File: config.mk
export PLATFORM = sky130hd
export DESIGN_NAME = home_control_fsm_flat
export DESIGN_NICKNAME = d
export VERILOG_FILES = /design/src/rtl/home_control_fsm_if.sv /design/src/rtl/home_control_fsm.sv /design/src/flat_wrapper.sv
export SDC_FILE = /design/constraint.sdc
export NUM_CORES = 1
export LEC_CHECK = 0
export CORE_UTILIZATION = 47
export DETAILED_ROUTE_END_ITERATION = 8
export GPL_ROUTABILITY_DRIVEN = 1
export PLACE_DENSITY = 0.84
export SLEW_MARGIN = 25
export SYNTH_ARGS = -nofsm -noshare
export SYNTH_HDL_FRONTEND = slang
export SYNTH_SLANG_ARGS = --single-unit
export TNS_END_PERCENT = 10
File: constraint.sdc
create_clock -name clock -period 4.2 [get_ports clock]
set_input_delay 0.84 -clock clock [delete_from_list [all_inputs] [get_ports clock]]
set_output_delay 0.84 -clock clock [all_outputs]
set_load 0.02 [all_outputs]
File: src/rtl/home_control_fsm_if.sv
`default_nettype none
// ============================================================================
//  Module   : home_control_fsm_if
//  Purpose  : Bundles the command, handshake and status signals exchanged
//             between home_control_fsm and its surroundings (pushbutton and
//             switch inputs, VGA draw/clear datapath, room registers, audio
//             message player).
//  Revision : 1.0  - initial release
//
//  Modports
//    master : the control FSM (reads commands/handshakes, drives controls)
//    slave  : the environment (drives commands/handshakes, reads controls)
//
//  Signals
//    clear, loadinputs, room_sel[NUM_ROOMS], alllocked, keyboardin, audin,
//    countDone, audio_ack                                  -> into the FSM
//    room_enable[NUM_ROOMS], selsw[ROOM_W], selonoff, selfunct[2],
//    loadenable, clearinitsignal, audio_req, room_light[NUM_ROOMS],
//    room_door[NUM_ROOMS], busy, err_timeout               -> out of the FSM
// ============================================================================
interface home_control_fsm_if #(
   parameter int NUM_ROOMS = 5,
   parameter int ROOM_W    = $clog2(NUM_ROOMS)
) ();
   logic                 clear;
   logic                 loadinputs;
   logic [NUM_ROOMS-1:0] room_sel;
   logic                 alllocked;
   logic                 keyboardin;
   logic                 audin;
   logic                 countDone;
   logic                 audio_ack;

   logic [NUM_ROOMS-1:0] room_enable;
   logic [ROOM_W-1:0]    selsw;
   logic                 selonoff;
   logic [1:0]           selfunct;
   logic                 loadenable;
   logic                 clearinitsignal;
   logic                 audio_req;
   logic [NUM_ROOMS-1:0] room_light;
   logic [NUM_ROOMS-1:0] room_door;
   logic                 busy;
   logic                 err_timeout;

   modport master (
      input  clear, loadinputs, room_sel, alllocked, keyboardin, audin,
             countDone, audio_ack,
      output room_enable, selsw, selonoff, selfunct, loadenable,
             clearinitsignal, audio_req, room_light, room_door, busy,
             err_timeout
   );

   modport slave (
      output clear, loadinputs, room_sel, alllocked, keyboardin, audin,
             countDone, audio_ack,
      input  room_enable, selsw, selonoff, selfunct, loadenable,
             clearinitsignal, audio_req, room_light, room_door, busy,
             err_timeout
   );
endinterface
`default_nettype wire

File: src/rtl/home_control_fsm.sv
`default_nettype none
// ============================================================================
//  Module   : home_control_fsm
//  Purpose  : Control FSM for the home-simulation system. Arbitrates a
//             pushbutton-loaded switch/keyboard/audio command over NUM_ROOMS
//             rooms, sequences the VGA draw/clear datapath (countDone), the
//             room registers and the audio player (audio_req/audio_ack), and
//             keeps per-room light/door status.
//  Revision : 1.0  - initial release
//
//  Ports
//    clock : system clock, rising edge
//    reset : synchronous, active-high
//    bus   : home_control_fsm_if.master (all command/handshake/status lines)
//
//  Optional feature
//    HOME_CTRL_TIMEOUT_EN : when defined, a watchdog aborts DRAW/CLEAR after
//                           TIMEOUT_CYCLES cycles and pulses err_timeout.
//                           Undefined: err_timeout is 0 and DRAW/CLEAR wait
//                           indefinitely.
// ============================================================================
module home_control_fsm #(
   parameter int NUM_ROOMS      = 5,
   parameter int ROOM_W         = $clog2(NUM_ROOMS),
   parameter int TIMEOUT_CYCLES = 65536
) (
   input  wire                      clock,
   input  wire                      reset,
   home_control_fsm_if.master       bus
);

   // ------------------------------------------------------------------------
   // Parameter sanity
   // ------------------------------------------------------------------------
   generate
      if (NUM_ROOMS < 2 || NUM_ROOMS > 16) begin : g_bad_num_rooms
         $error("home_control_fsm: NUM_ROOMS must be 2..16");
      end
      if (TIMEOUT_CYCLES < 2) begin : g_bad_timeout
         $error("home_control_fsm: TIMEOUT_CYCLES must be at least 2");
      end
   endgenerate

   // ------------------------------------------------------------------------
   // State encoding
   // ------------------------------------------------------------------------
   localparam logic [2:0] c_ST_IDLE    = 3'd0;
   localparam logic [2:0] c_ST_ARMED   = 3'd1;
   localparam logic [2:0] c_ST_DRAW    = 3'd2;
   localparam logic [2:0] c_ST_LOCKALL = 3'd3;
   localparam logic [2:0] c_ST_AUDIO   = 3'd4;
   localparam logic [2:0] c_ST_CLEAR   = 3'd5;

   localparam logic [1:0] c_FN_LIGHT   = 2'b00;
   localparam logic [1:0] c_FN_DOOR    = 2'b10;
   localparam logic [1:0] c_FN_ALLLOCK = 2'b01;

   localparam logic [NUM_ROOMS-1:0] c_ONE_ROOM = NUM_ROOMS'(1);

   logic [2:0]           r_state;
   logic [2:0]           w_state_next;

   // Latched command
   logic [ROOM_W-1:0]    r_cmd_room;
   logic                 r_cmd_fn;
   logic                 r_cmd_on;
   logic                 r_cmd_lock;   // 1: current command came via LOCKALL

   // Status
   logic [NUM_ROOMS-1:0] r_room_light;
   logic [NUM_ROOMS-1:0] r_room_door;
   logic                 r_err_timeout;

   // Room arbitration
   logic [ROOM_W-1:0]    w_sel_idx;
   logic [NUM_ROOMS-1:0] w_sel_onehot;
   logic                 w_any_room;

   logic                 w_tmo_hit;

   // Lowest set bit wins: isolate it with the two's-complement trick, and
   // scan downwards so the last assignment is the lowest index.
   assign w_any_room   = |bus.room_sel;
   assign w_sel_onehot = bus.room_sel & (~bus.room_sel + c_ONE_ROOM);

   always_comb begin
      w_sel_idx = '0;
      for (int i = NUM_ROOMS - 1; i >= 0; i--) begin
         if (bus.room_sel[i]) begin
            w_sel_idx = ROOM_W'(i);
         end
      end
   end

   // ------------------------------------------------------------------------
   // Draw/clear watchdog
   // ------------------------------------------------------------------------
`ifdef HOME_CTRL_TIMEOUT_EN
   localparam int                 c_CNT_W    = $clog2(TIMEOUT_CYCLES);
   localparam logic [c_CNT_W-1:0] c_CNT_LAST = c_CNT_W'(TIMEOUT_CYCLES - 1);

   logic [c_CNT_W-1:0] r_tmo_cnt;
   logic               w_timed;

   assign w_timed = (r_state == c_ST_DRAW) || (r_state == c_ST_CLEAR);

   // In CLEAR a countDone only counts once clear has dropped; since a live
   // clear already takes priority over the watchdog, testing !clear here
   // covers both DRAW and CLEAR qualification.
   always_comb begin
      w_tmo_hit = w_timed && (r_tmo_cnt == c_CNT_LAST)
                  && !bus.countDone && !bus.clear;
   end

   // Restart on every state change and while clear is held, so each visit
   // to DRAW/CLEAR (after clear is released) gets the full budget.
   always_ff @(posedge clock) begin
      if (reset) begin
         r_tmo_cnt <= '0;
      end else if (bus.clear || (w_state_next != r_state)) begin
         r_tmo_cnt <= '0;
      end else if (w_timed) begin
         r_tmo_cnt <= r_tmo_cnt + 1'b1;
      end
   end
`else
   assign w_tmo_hit = 1'b0;
`endif

   // ------------------------------------------------------------------------
   // State register
   // ------------------------------------------------------------------------
   always_ff @(posedge clock) begin
      if (reset) begin
         r_state <= c_ST_IDLE;
      end else begin
         r_state <= w_state_next;
      end
   end

   // ------------------------------------------------------------------------
   // Next-state logic (priority: clear > watchdog > normal flow)
   // ------------------------------------------------------------------------
   always_comb begin
      w_state_next = r_state;
      unique case (r_state)
         c_ST_IDLE: begin
            if (bus.loadinputs) w_state_next = c_ST_ARMED;
         end
         c_ST_ARMED: begin
            if (!bus.loadinputs) begin
               if (w_any_room)         w_state_next = c_ST_DRAW;
               else if (bus.alllocked) w_state_next = c_ST_LOCKALL;
               else                    w_state_next = c_ST_IDLE;
            end
         end
         c_ST_DRAW: begin
            if (bus.countDone) w_state_next = c_ST_AUDIO;
         end
         c_ST_LOCKALL: begin
            w_state_next = c_ST_AUDIO;
         end
         c_ST_AUDIO: begin
            if (bus.audio_ack) w_state_next = c_ST_IDLE;
         end
         c_ST_CLEAR: begin
            if (bus.countDone) w_state_next = c_ST_IDLE;
         end
         default: begin
            w_state_next = c_ST_IDLE;
         end
      endcase

      if (w_tmo_hit) w_state_next = c_ST_IDLE;
      if (bus.clear) w_state_next = c_ST_CLEAR;
   end

   // ------------------------------------------------------------------------
   // Command latch, status registers and timeout pulse
   // ------------------------------------------------------------------------
   always_ff @(posedge clock) begin
      if (reset) begin
         r_cmd_room    <= '0;
         r_cmd_fn      <= 1'b0;
         r_cmd_on      <= 1'b0;
         r_cmd_lock    <= 1'b0;
         r_room_light  <= '0;
         r_room_door   <= '0;
         r_err_timeout <= 1'b0;
      end else begin
         r_err_timeout <= w_tmo_hit;

         // Status is written on the edge that enters DRAW, so it is already
         // visible during the first DRAW cycle.
         if (r_state == c_ST_ARMED && w_state_next == c_ST_DRAW) begin
            r_cmd_room <= w_sel_idx;
            r_cmd_fn   <= bus.keyboardin;
            r_cmd_on   <= bus.audin;
            r_cmd_lock <= 1'b0;
            if (bus.keyboardin) begin
               r_room_light <= (r_room_light & ~w_sel_onehot)
                               | (w_sel_onehot & {NUM_ROOMS{bus.audin}});
            end else begin
               r_room_door  <= (r_room_door & ~w_sel_onehot)
                               | (w_sel_onehot & {NUM_ROOMS{bus.audin}});
            end
         end

         if (r_state == c_ST_ARMED && w_state_next == c_ST_LOCKALL) begin
            r_cmd_lock <= 1'b1;
         end

         // Doors close on the edge leaving LOCKALL; a clear landing on that
         // edge pre-empts the lock.
         if (r_state == c_ST_LOCKALL && w_state_next == c_ST_AUDIO) begin
            r_room_door <= '0;
         end
      end
   end

   // ------------------------------------------------------------------------
   // Output logic
   // ------------------------------------------------------------------------
   logic [NUM_ROOMS-1:0] w_room_enable;
   logic [ROOM_W-1:0]    w_selsw;
   logic                 w_selonoff;
   logic [1:0]           w_selfunct;
   logic                 w_loadenable;
   logic                 w_clearinit;
   logic                 w_audio_req;
   logic [1:0]           w_cmd_funct;

   assign w_cmd_funct = r_cmd_fn ? c_FN_LIGHT : c_FN_DOOR;

   always_comb begin
      w_room_enable = '0;
      w_selsw       = '0;
      w_selonoff    = 1'b0;
      w_selfunct    = 2'b00;
      w_loadenable  = 1'b0;
      w_clearinit   = 1'b0;
      w_audio_req   = 1'b0;
      unique case (r_state)
         c_ST_ARMED: begin
            w_loadenable = 1'b1;
            w_selsw      = w_sel_idx;   // live switch preview
         end
         c_ST_DRAW: begin
            w_room_enable = c_ONE_ROOM << r_cmd_room;
            w_selsw       = r_cmd_room;
            w_selonoff    = r_cmd_on;
            w_selfunct    = w_cmd_funct;
         end
         c_ST_LOCKALL: begin
            w_selfunct = c_FN_ALLLOCK;
         end
         c_ST_AUDIO: begin
            w_audio_req = 1'b1;
            if (r_cmd_lock) begin
               w_selfunct = c_FN_ALLLOCK;
            end else begin
               w_selonoff = r_cmd_on;
               w_selfunct = w_cmd_funct;
            end
         end
         c_ST_CLEAR: begin
            w_clearinit = 1'b1;
         end
         default: begin
         end
      endcase
   end

   assign bus.room_enable     = w_room_enable;
   assign bus.selsw           = w_selsw;
   assign bus.selonoff        = w_selonoff;
   assign bus.selfunct        = w_selfunct;
   assign bus.loadenable      = w_loadenable;
   assign bus.clearinitsignal = w_clearinit;
   assign bus.audio_req       = w_audio_req;
   assign bus.room_light      = r_room_light;
   assign bus.room_door       = r_room_door;
   assign bus.busy            = (r_state != c_ST_IDLE);
   assign bus.err_timeout     = r_err_timeout;

endmodule
`default_nettype wire
File: src/flat_wrapper.sv
// flat-port wrapper written by rule: the top's interface ports become plain ports
module home_control_fsm_flat 
#(
   parameter int NUM_ROOMS      = 5,
   parameter int ROOM_W         = $clog2(NUM_ROOMS),
   parameter int TIMEOUT_CYCLES = 65536
)
  (clock, reset, bus_clear, bus_loadinputs, bus_room_sel, bus_alllocked, bus_keyboardin, bus_audin, bus_countDone, bus_audio_ack, bus_room_enable, bus_selsw, bus_selonoff, bus_selfunct, bus_loadenable, bus_clearinitsignal, bus_audio_req, bus_room_light, bus_room_door, bus_busy, bus_err_timeout);
  home_control_fsm_if #(.NUM_ROOMS(NUM_ROOMS), .ROOM_W(ROOM_W)) bus_i ();
  input  wire clock;
  input  wire reset;
  input wire logic [$bits(bus_i.clear)-1:0] bus_clear;
  input wire logic [$bits(bus_i.loadinputs)-1:0] bus_loadinputs;
  input wire logic [$bits(bus_i.room_sel)-1:0] bus_room_sel;
  input wire logic [$bits(bus_i.alllocked)-1:0] bus_alllocked;
  input wire logic [$bits(bus_i.keyboardin)-1:0] bus_keyboardin;
  input wire logic [$bits(bus_i.audin)-1:0] bus_audin;
  input wire logic [$bits(bus_i.countDone)-1:0] bus_countDone;
  input wire logic [$bits(bus_i.audio_ack)-1:0] bus_audio_ack;
  output wire logic [$bits(bus_i.room_enable)-1:0] bus_room_enable;
  output wire logic [$bits(bus_i.selsw)-1:0] bus_selsw;
  output wire logic [$bits(bus_i.selonoff)-1:0] bus_selonoff;
  output wire logic [$bits(bus_i.selfunct)-1:0] bus_selfunct;
  output wire logic [$bits(bus_i.loadenable)-1:0] bus_loadenable;
  output wire logic [$bits(bus_i.clearinitsignal)-1:0] bus_clearinitsignal;
  output wire logic [$bits(bus_i.audio_req)-1:0] bus_audio_req;
  output wire logic [$bits(bus_i.room_light)-1:0] bus_room_light;
  output wire logic [$bits(bus_i.room_door)-1:0] bus_room_door;
  output wire logic [$bits(bus_i.busy)-1:0] bus_busy;
  output wire logic [$bits(bus_i.err_timeout)-1:0] bus_err_timeout;
  assign bus_i.clear = bus_clear;
  assign bus_i.loadinputs = bus_loadinputs;
  assign bus_i.room_sel = bus_room_sel;
  assign bus_i.alllocked = bus_alllocked;
  assign bus_i.keyboardin = bus_keyboardin;
  assign bus_i.audin = bus_audin;
  assign bus_i.countDone = bus_countDone;
  assign bus_i.audio_ack = bus_audio_ack;
  assign bus_room_enable = bus_i.room_enable;
  assign bus_selsw = bus_i.selsw;
  assign bus_selonoff = bus_i.selonoff;
  assign bus_selfunct = bus_i.selfunct;
  assign bus_loadenable = bus_i.loadenable;
  assign bus_clearinitsignal = bus_i.clearinitsignal;
  assign bus_audio_req = bus_i.audio_req;
  assign bus_room_light = bus_i.room_light;
  assign bus_room_door = bus_i.room_door;
  assign bus_busy = bus_i.busy;
  assign bus_err_timeout = bus_i.err_timeout;
  home_control_fsm #(.NUM_ROOMS(NUM_ROOMS), .ROOM_W(ROOM_W), .TIMEOUT_CYCLES(TIMEOUT_CYCLES)) u_core (.clock(clock), .reset(reset), .bus(bus_i));
endmodule
Word level (Yosys, flattened, before mapping)
Index checks and enable logic that the tools add are counted.
Widths: inputs -> output; s select.
- bits in registers: 19
- bits in latches: 0
- bits in writable memories: 0
- ROM bits: 0
- output and inout port bits: 26
- word-level logic and storage cells: 62
- memories: 0
- add/subtract/negate cells: 1
- multiply operators: 0
- div/mod/pow operators: 0
- order comparisons: 0
- eq/ne operators: 8
- shift-type cells: 1
- muxes and demuxes: 26
- bitwise gates (word level): 9
- reduce and logical (&&, ||, !) cells: 10
- operator list (kind ; number):
    $mux 3 ; 12
    $and 5x5->5 ; 4
    $pmux 3 s6 ; 1
    $eq 3x2->1 const B ; 4
    $not 5->5 ; 2
    $or 5x5->5 ; 2
    $eq 3x3->1 const B ; 3
    $mux 1 ; 6
    $mux 2 ; 3
    $pmux 2 s3 ; 1
    $pmux 3 s2 ; 1
    $add 5x1->5 const B ; 1
    $mux 5 ; 1
    $reduce_or 5->1 ; 1
    $shl 1x3->5 const A ; 1
    $reduce_and 2->1 ; 2
    $eq 3x1->1 const B ; 1
    $logic_and 1x1->1 ; 3
    $logic_not 3->1 ; 1
    $reduce_bool 3->1 ; 1
    $pmux 1 s2 ; 1
    $reduce_bool 2->1 ; 1
    $reduce_or 2->1 ; 1
    $not 1->1 ; 1

Longest topological paths before layout
Gate-level depths: netlist of run 1.
- word-level depth: 9
- mapped depth: 6
- mapped depth without buffers: 4

Worst setup path before layout of run 1
Ideal clock, no wire load.
- path kind: register to output
- start point: register u_core.r_state[2]
- end point: output port bus_selonoff
- arrival time: 1.827 ns
- slack: 1.533 ns
- stages on the path, launching flop included: 6
- path buffers: 1
- cells stage by stage: dfxtp_1 -> clkbuf_1 -> inv_1 -> nor3_1 -> a21oi_1 -> nor2b_1
- cells in the longest elaborated chain, start to end: 2
- elaborated cells between the ends (all ways): 3
- RTL lines (item ; line ; RTL):
    from (decl) ; home_control_fsm.sv:60 ; logic [2:0] r_state;
    from (signal assigned) ; home_control_fsm.sv:135 ; r_state <= c_ST_IDLE;
    from (signal assigned) ; home_control_fsm.sv:137 ; r_state <= w_state_next;
    $eq 3x3->1 or $eq 3x2->1 (tied branches) ; home_control_fsm.sv:243 ; unique case (r_state)
    $pmux 1 s2 * ; home_control_fsm.sv:243 ;
    to (decl) ; flat_wrapper.sv:22 ; output wire logic [$bits(bus_i.selonoff)-1:0] bus_selonoff;
Every way passes the cells marked *; elsewhere a longest branch is shown, timed or not.

Worst setup path after layout of run 1
- start point: input port bus_room_sel[0]
- end point: output port bus_selsw[2]
- cells in the longest elaborated chain, start to end: 2
- RTL lines (item ; line ; RTL):
    from (decl) ; flat_wrapper.sv:14 ; input wire logic [$bits(bus_i.room_sel)-1:0] bus_room_sel;
    $mux 3 ; home_control_fsm.sv:89 ; if (bus.room_sel[i]) begin
    $pmux 3 s2 ; home_control_fsm.sv:243 ;
    to (decl) ; flat_wrapper.sv:21 ; output wire logic [$bits(bus_i.selsw)-1:0] bus_selsw;
No other way between the ends.

==> summary.txt, run 1 <==
Global routing
  • Remaining global-route overflow: 0
  • GRT Util Overall: between 20% and 30%
  • Global-route wire length before repair: between 4 and 5 mm
  • Largest net degree at the start of global routing: 17
  • Initial antenna violation count: 0
  • Number of global-route vias before repair: between 900 and 1000

Yosys
  • Leading area contributor after synthesis: dfxtp_1
  • Sequential cell area fraction in the yosys report: a little over a third
  • Top cell type's share of synthesized area: a little over a third
  • Post-Syn Instances: 130
  • Synth cell types: 36
  • Number of synthesized flops with an enable pin: 0
  • Mean area per synthesized cell: between 8 and 9 sq um
  • Synth warn: 0
  • Main synth FF type: dfxtp_1
  • Synth top area cells: dfxtp_1 (35%), mux2i_1 (13%), nand2b_1 (5.7%)
  • Yosys reg bits: 19
  • Fraction of registers with async set/reset: 0%
  • Synthesized area: around 0.0011 sq mm
  • Syn_nets: between 100 and 150

Placed design
  • Pre-CTS WS: approximately 650 ps
  • # placed instances: 190
  • HPWL Detailed: between 2 and 2.5 mm
  • Port bufs: 38
  • RePlAce Congestion: a little under 0.9

STA
  • Max Fclk: roughly 280 MHz
  • PnR worst setup slack: ~610 ps
  • Hold Fails Final Rpt: 0
  • Slew headroom: about 65%
  • Unrepaired setup endpoints after global routing: false
  • Final setup fails: 0
  • Worst Clk Skew: ~0.76 ps
  • Tcrit/Tclk final: a little under nine tenths
  • Fin crit period: approximately 3600 ps
  • Final Max Tran Viols: 0
  • Worst Tran Pin Value: approximately 530 ps
  • Fin Setup TNS: 0 ps

Power
  • Internal Power: roughly 0.25 mW
  • Comb pwr share: roughly a fifth
  • IR Drop Worst-Case VDD: around 0.00019 V
  • Leak Pwr: 0.563 nW
  • Net Switching: approximately 0.09 mW
  • Clock Power Share: roughly a quarter
  • Cell area power density: around 230 mW/mm^2
  • Sw frac: ~27%
  • Seq pwr share: 54.8%

Floorplan
  • Core box area: 0.00221 sq mm
  • Die X: around 50 microns
  • Starting Density: between 40% and 50%
  • IO Count: 40
  • Site row count: 17
  • Full die area: between 0.002 and 0.003 sq mm
  • Die extent in y: 50.3 microns

Setup path
  • Critical Path Start Type: primary input
  • CP endpoint kind: primary output
  • Worst Reg-to-Reg Cells: 4
  • Reg-to-Reg Start: u_core.r_state[0]
  • Crit path arrival time: ~2800 ps
  • FF-to-FF setup slack: around 2400 ps
  • Crit Path Max Fanout: 9
  • WS Path Type: in2out
  • Worst Setup SP: bus_room_sel[0]
  • Data required, critical path: between 3000 and 4000 ps
  • CP endpoint: bus_selsw[2]

Drt
  • Antenna viol nets, final: 0
  • DR DRC count: 0
  • Vias: about 1100
  • WL/cell: 13.6 microns
  • Via density: between 5 and 6
  • Number of iterations in the first detailed-routing pass: 4
  • Initial drt markers: between 60 and 70
  • Routed wire length: between 2 and 3 mm

Clock tree
  • TritonCTS clock tree: done
  • Max Root-Sink Buffers: 2
  • Total setup buffers inserted after CTS: 0
  • Worst-skew pair later-pin latency: approximately 280 ps
  • Clk slew on worst S/H paths: 100 ps
  • TritonCTS Buffers: 3
  • Post-cts repair resize count: 0
  • CTS root buffer: clkbuf_4
  • H-tree depth: 1
  • Sink Count: 19
  • Hold_buf cts: 0

Layout
  • Antenna diode count: 0
  • Nets: approximately 180
  • Non-Filler Instances: slightly below 200
  • Most common cell after layout, fill and taps aside: clkdlybuf4s50_1
  • Most frequent cells in the layout: clkdlybuf4s50_1 (38), dfxtp_1 (19), mux2i_1 (14)
  • Ratio of cells with drive above 1 in the final layout: between 6 and 7%
  • Area delta synth->final: 36.8%

Job
  • Max cap viols: 0

Worst hold path
  • Hold WC Path Type: reg2reg

Outcome
  • Status: complete, no violations
## worst max-delay path, stage by stage
cell,delay [ps]
clkdlybuf4s50_1,550
nor2_1,280
nand3_1,210
o31ai_1,230
clkdlybuf4s50_1,640
## metrics by stage
stage | instance area (sq um) | hold slack (ps) | power [mW] | util, %
after floorplan | 1100 | 452 | 0.229 | -
after global placement | 1470 | 449 | 0.258 | 66.6
after detailed placement | 1470 | 459 | 0.260 | 66.6
after CTS | 1500 | 474 | 0.349 | 67.8
after global routing | 1500 | 494 | 0.360 | 67.8
final | 1500 | 466 | 0.344 | 67.8
## synthesized netlist by cell type (3+ instances only)
master	count
nor3_1	9
nand2b_1	10
nand2_1	11
nor2_1	12
mux2i_1	14
clkbuf_1	3
inv_1	8
a31oi_1	3
a21oi_1	4
nand3_1	5
dfxtp_1	19
## cell type report
class	instances	area (sq um)
timing repair buffer	39	388
tap	28	35.0
fill	206	713
sequential	19	380
clock buffer	4	26.3
inverter	8	30.0
multi-input combinational	96	639
## per-layer routing
layer	GRT usage (%)	part of all wire (%)	wire, microns	vias up
li1	-	-	-	533
met1	28.6	43	1130	520
met2	38.9	48	1270	67
met3	2.42	8.4	221	2
met4	6.94	0.30	8	0
met5	0	0	0	-
## cells by family (layout without fill, tap and decap cells)
| group | after synthesis | after routing | synth area share (%) |
|---|---|---|---|
| simple gates | 61 | 61 | 30.4 |
| compound gates | 19 | 19 | 13.5 |
| flops | 19 | 19 | 34.7 |
| mux | 15 | 15 | 14.2 |
| buf+inv | 15 | 51 | 6.96 |
| other cells | 1 | 1 | 0.342 |
## how the worst min path moves through the flow
stage / startpoint / end / depth (start not counted)
6_report: register / register / 2
5_1_grt: register / register / 2
4_1_cts: register / register / 2
3_5_place_dp: register / register / 2
3_3_place_gp: register / register / 2
2_1_floorplan: u_core.r_cmd_on / u_core.r_cmd_on / 2
## power groups by stage
stage / Clock, mW / Combinational (mW) / Sequential [mW]
after floorplan: 0 / 0.0406 / 0.189
after global placement: 0 / 0.0659 / 0.192
after detailed placement: 0 / 0.0678 / 0.193
after CTS: 0.0922 / 0.0681 / 0.189
after global routing: 0.0975 / 0.0735 / 0.189
final: 0.0872 / 0.0683 / 0.189
Power figures use the tool's default switching activity.
==> inputs of run 2 (changes only) <==
- GPL_TIMING_DRIVEN: default -> 1
==> results of run 2 <==
The final DEF is identical to that of run 1; final timing and power are the same.
==> inputs of run 3 (changes only) <==
- CORE_MARGIN: default -> 2
==> summary.txt, run 3 (synthesized netlist as in run 1, its figures left out) <==
Floorplan
  • Die X: ~52 microns
  • Core box area: 0.00221 sq mm
  • Site row count: 17
  • Full die area: ~0.0027 sq mm
  • IO Count: 40
  • Die extent in y: 52.3 microns
  • Starting Density: between 40% and 50%

Global routing
  • Number of global-route vias before repair: roughly 1000
  • Global-route wire length before repair: 4.43 mm
  • Largest net degree at the start of global routing: 17
  • Remaining global-route overflow: 0
  • GRT Util Overall: between 20% and 30%
  • Initial antenna violation count: 0

Setup path
  • FF-to-FF setup slack: around 2400 ps
  • WS Path Type: in2out
  • Crit Path Max Fanout: 9
  • Worst Reg-to-Reg Cells: 4
  • CP endpoint kind: primary output
  • Critical Path Start Type: primary input
  • Reg-to-Reg Start: u_core.r_state[0]
  • Data required, critical path: 3360 ps
  • Crit path arrival time: around 2800 ps

Layout
  • Antenna diode count: 0
  • Final core occ: roughly 68%
  • Fill cells: roughly 200
  • FF+latch area: ~380 sq um
  • Finished Cell Area: around 0.0015 sq mm
  • Area delta synth->final: 36.8%
  • Most common cell after layout, fill and taps aside: clkdlybuf4s50_1
  • Ratio of cells with drive above 1 in the final layout: 6.02%
  • Most frequent cells in the layout: clkdlybuf4s50_1 (38), dfxtp_1 (19), mux2i_1 (14)
  • Nets: about 180
  • Non-Filler Instances: between 150 and 200
  • Multi-input logic area: between 600 and 700 sq um

Drt
  • Antenna viol nets, final: 0
  • DR DRC count: 0
  • Via density: ~5.6
  • WL/cell: ~14 microns
  • Routed wire length: roughly 2.7 mm
  • Number of iterations in the first detailed-routing pass: 4
  • Initial drt markers: 27
  • Vias: around 1100

STA
  • Worst Clk Skew: 3.89 ps
  • Fin crit period: 3590 ps
  • Hold Fails Final Rpt: 0
  • Final setup fails: 0
  • Max Fclk: between 200 and 300 MHz
  • Hold WS: roughly 470 ps
  • Unrepaired setup endpoints after global routing: false
  • Fin Setup TNS: 0 ps
  • Final Max Tran Viols: 0
  • Tcrit/Tclk final: around 85%

Clock tree
  • Hold_buf cts: 0
  • Post-cts repair resize count: 0
  • TritonCTS clock tree: done
  • Max Root-Sink Buffers: 2
  • Sink Count: 19
  • TritonCTS Buffers: 3
  • Worst-skew pair later-pin latency: approximately 290 ps
  • Clk slew on worst S/H paths: about 110 ps
  • H-tree depth: 1
  • Total setup buffers inserted after CTS: 0
  • CTS root buffer: clkbuf_4

Outcome
  • Status: complete, no violations

Placed design
  • Port bufs: 38
  • Placed Instance Area: about 0.0015 sq mm
  • RePlAce Congestion: between 0.8 and 0.9
  • # placed instances: 190
  • HPWL Detailed: about 2.1 mm

Power
  • Leak Pwr: 0.563 nW
  • Cell area power density: roughly 230 mW/mm^2
  • IR Drop Worst-Case VDD: ~0.00018 V

Job
  • Max cap viols: 0

Worst hold path
  • Hold WC Path Type: reg2reg
  • Hold depth: 2
[run 3: routing by layer]
metal	vias up	track usage [%]	routed length, microns
li1	533	-	-
met1	487	27.7	1170
met2	61	35.0	1240
met3	8	3.71	229
met4	0	8.12	41
met5	-	0	0
[run 3: cell type report]
cell class,instances,share of cell area (%)
multi-input combinational,96,42.7
inverter,8,2.00
clock buffer,4,1.75
timing repair buffer,39,25.9
tap,28,2.34
sequential,19,25.4
[run 3: worst max-delay path, stage by stage]
cell             delay [ps]
clkdlybuf4s50_1         550
nor2_1                  260
nand3_1                 220
o31ai_1                 240
clkdlybuf4s50_1         640
[run 3: metrics by stage]
step / worst slack [ps] / total power, mW
finish: 615 / 0.349
global route: 505 / 0.367
CTS: 616 / 0.351
detailed placement: 616 / 0.261
global placement: 733 / 0.258
floorplan: 1530 / 0.229
[run 3: how the worst max path moves through the flow]
stage	startpoint	end	slack, ps	cells past startpoint
5_1_grt	bus_room_sel[0]	bus_selsw[2]	510	5
2_1_floorplan	u_core.r_state[2]	bus_selonoff	1530	5
4_1_cts	bus_room_sel[0]	bus_selsw[2]	620	5
3_5_place_dp	bus_room_sel[0]	bus_selsw[2]	620	5
3_3_place_gp	bus_room_sel[0]	bus_selsw[2]	730	5
6_report	bus_room_sel[0]	bus_selsw[2]	610	5
[run 3: report_power, final]
part           switching (mW)  internal [mW]  leakage, nW
clock network          0.0546         0.0370       0.0150
logic                  0.0365         0.0320        0.394
registers             0.00574          0.183        0.154
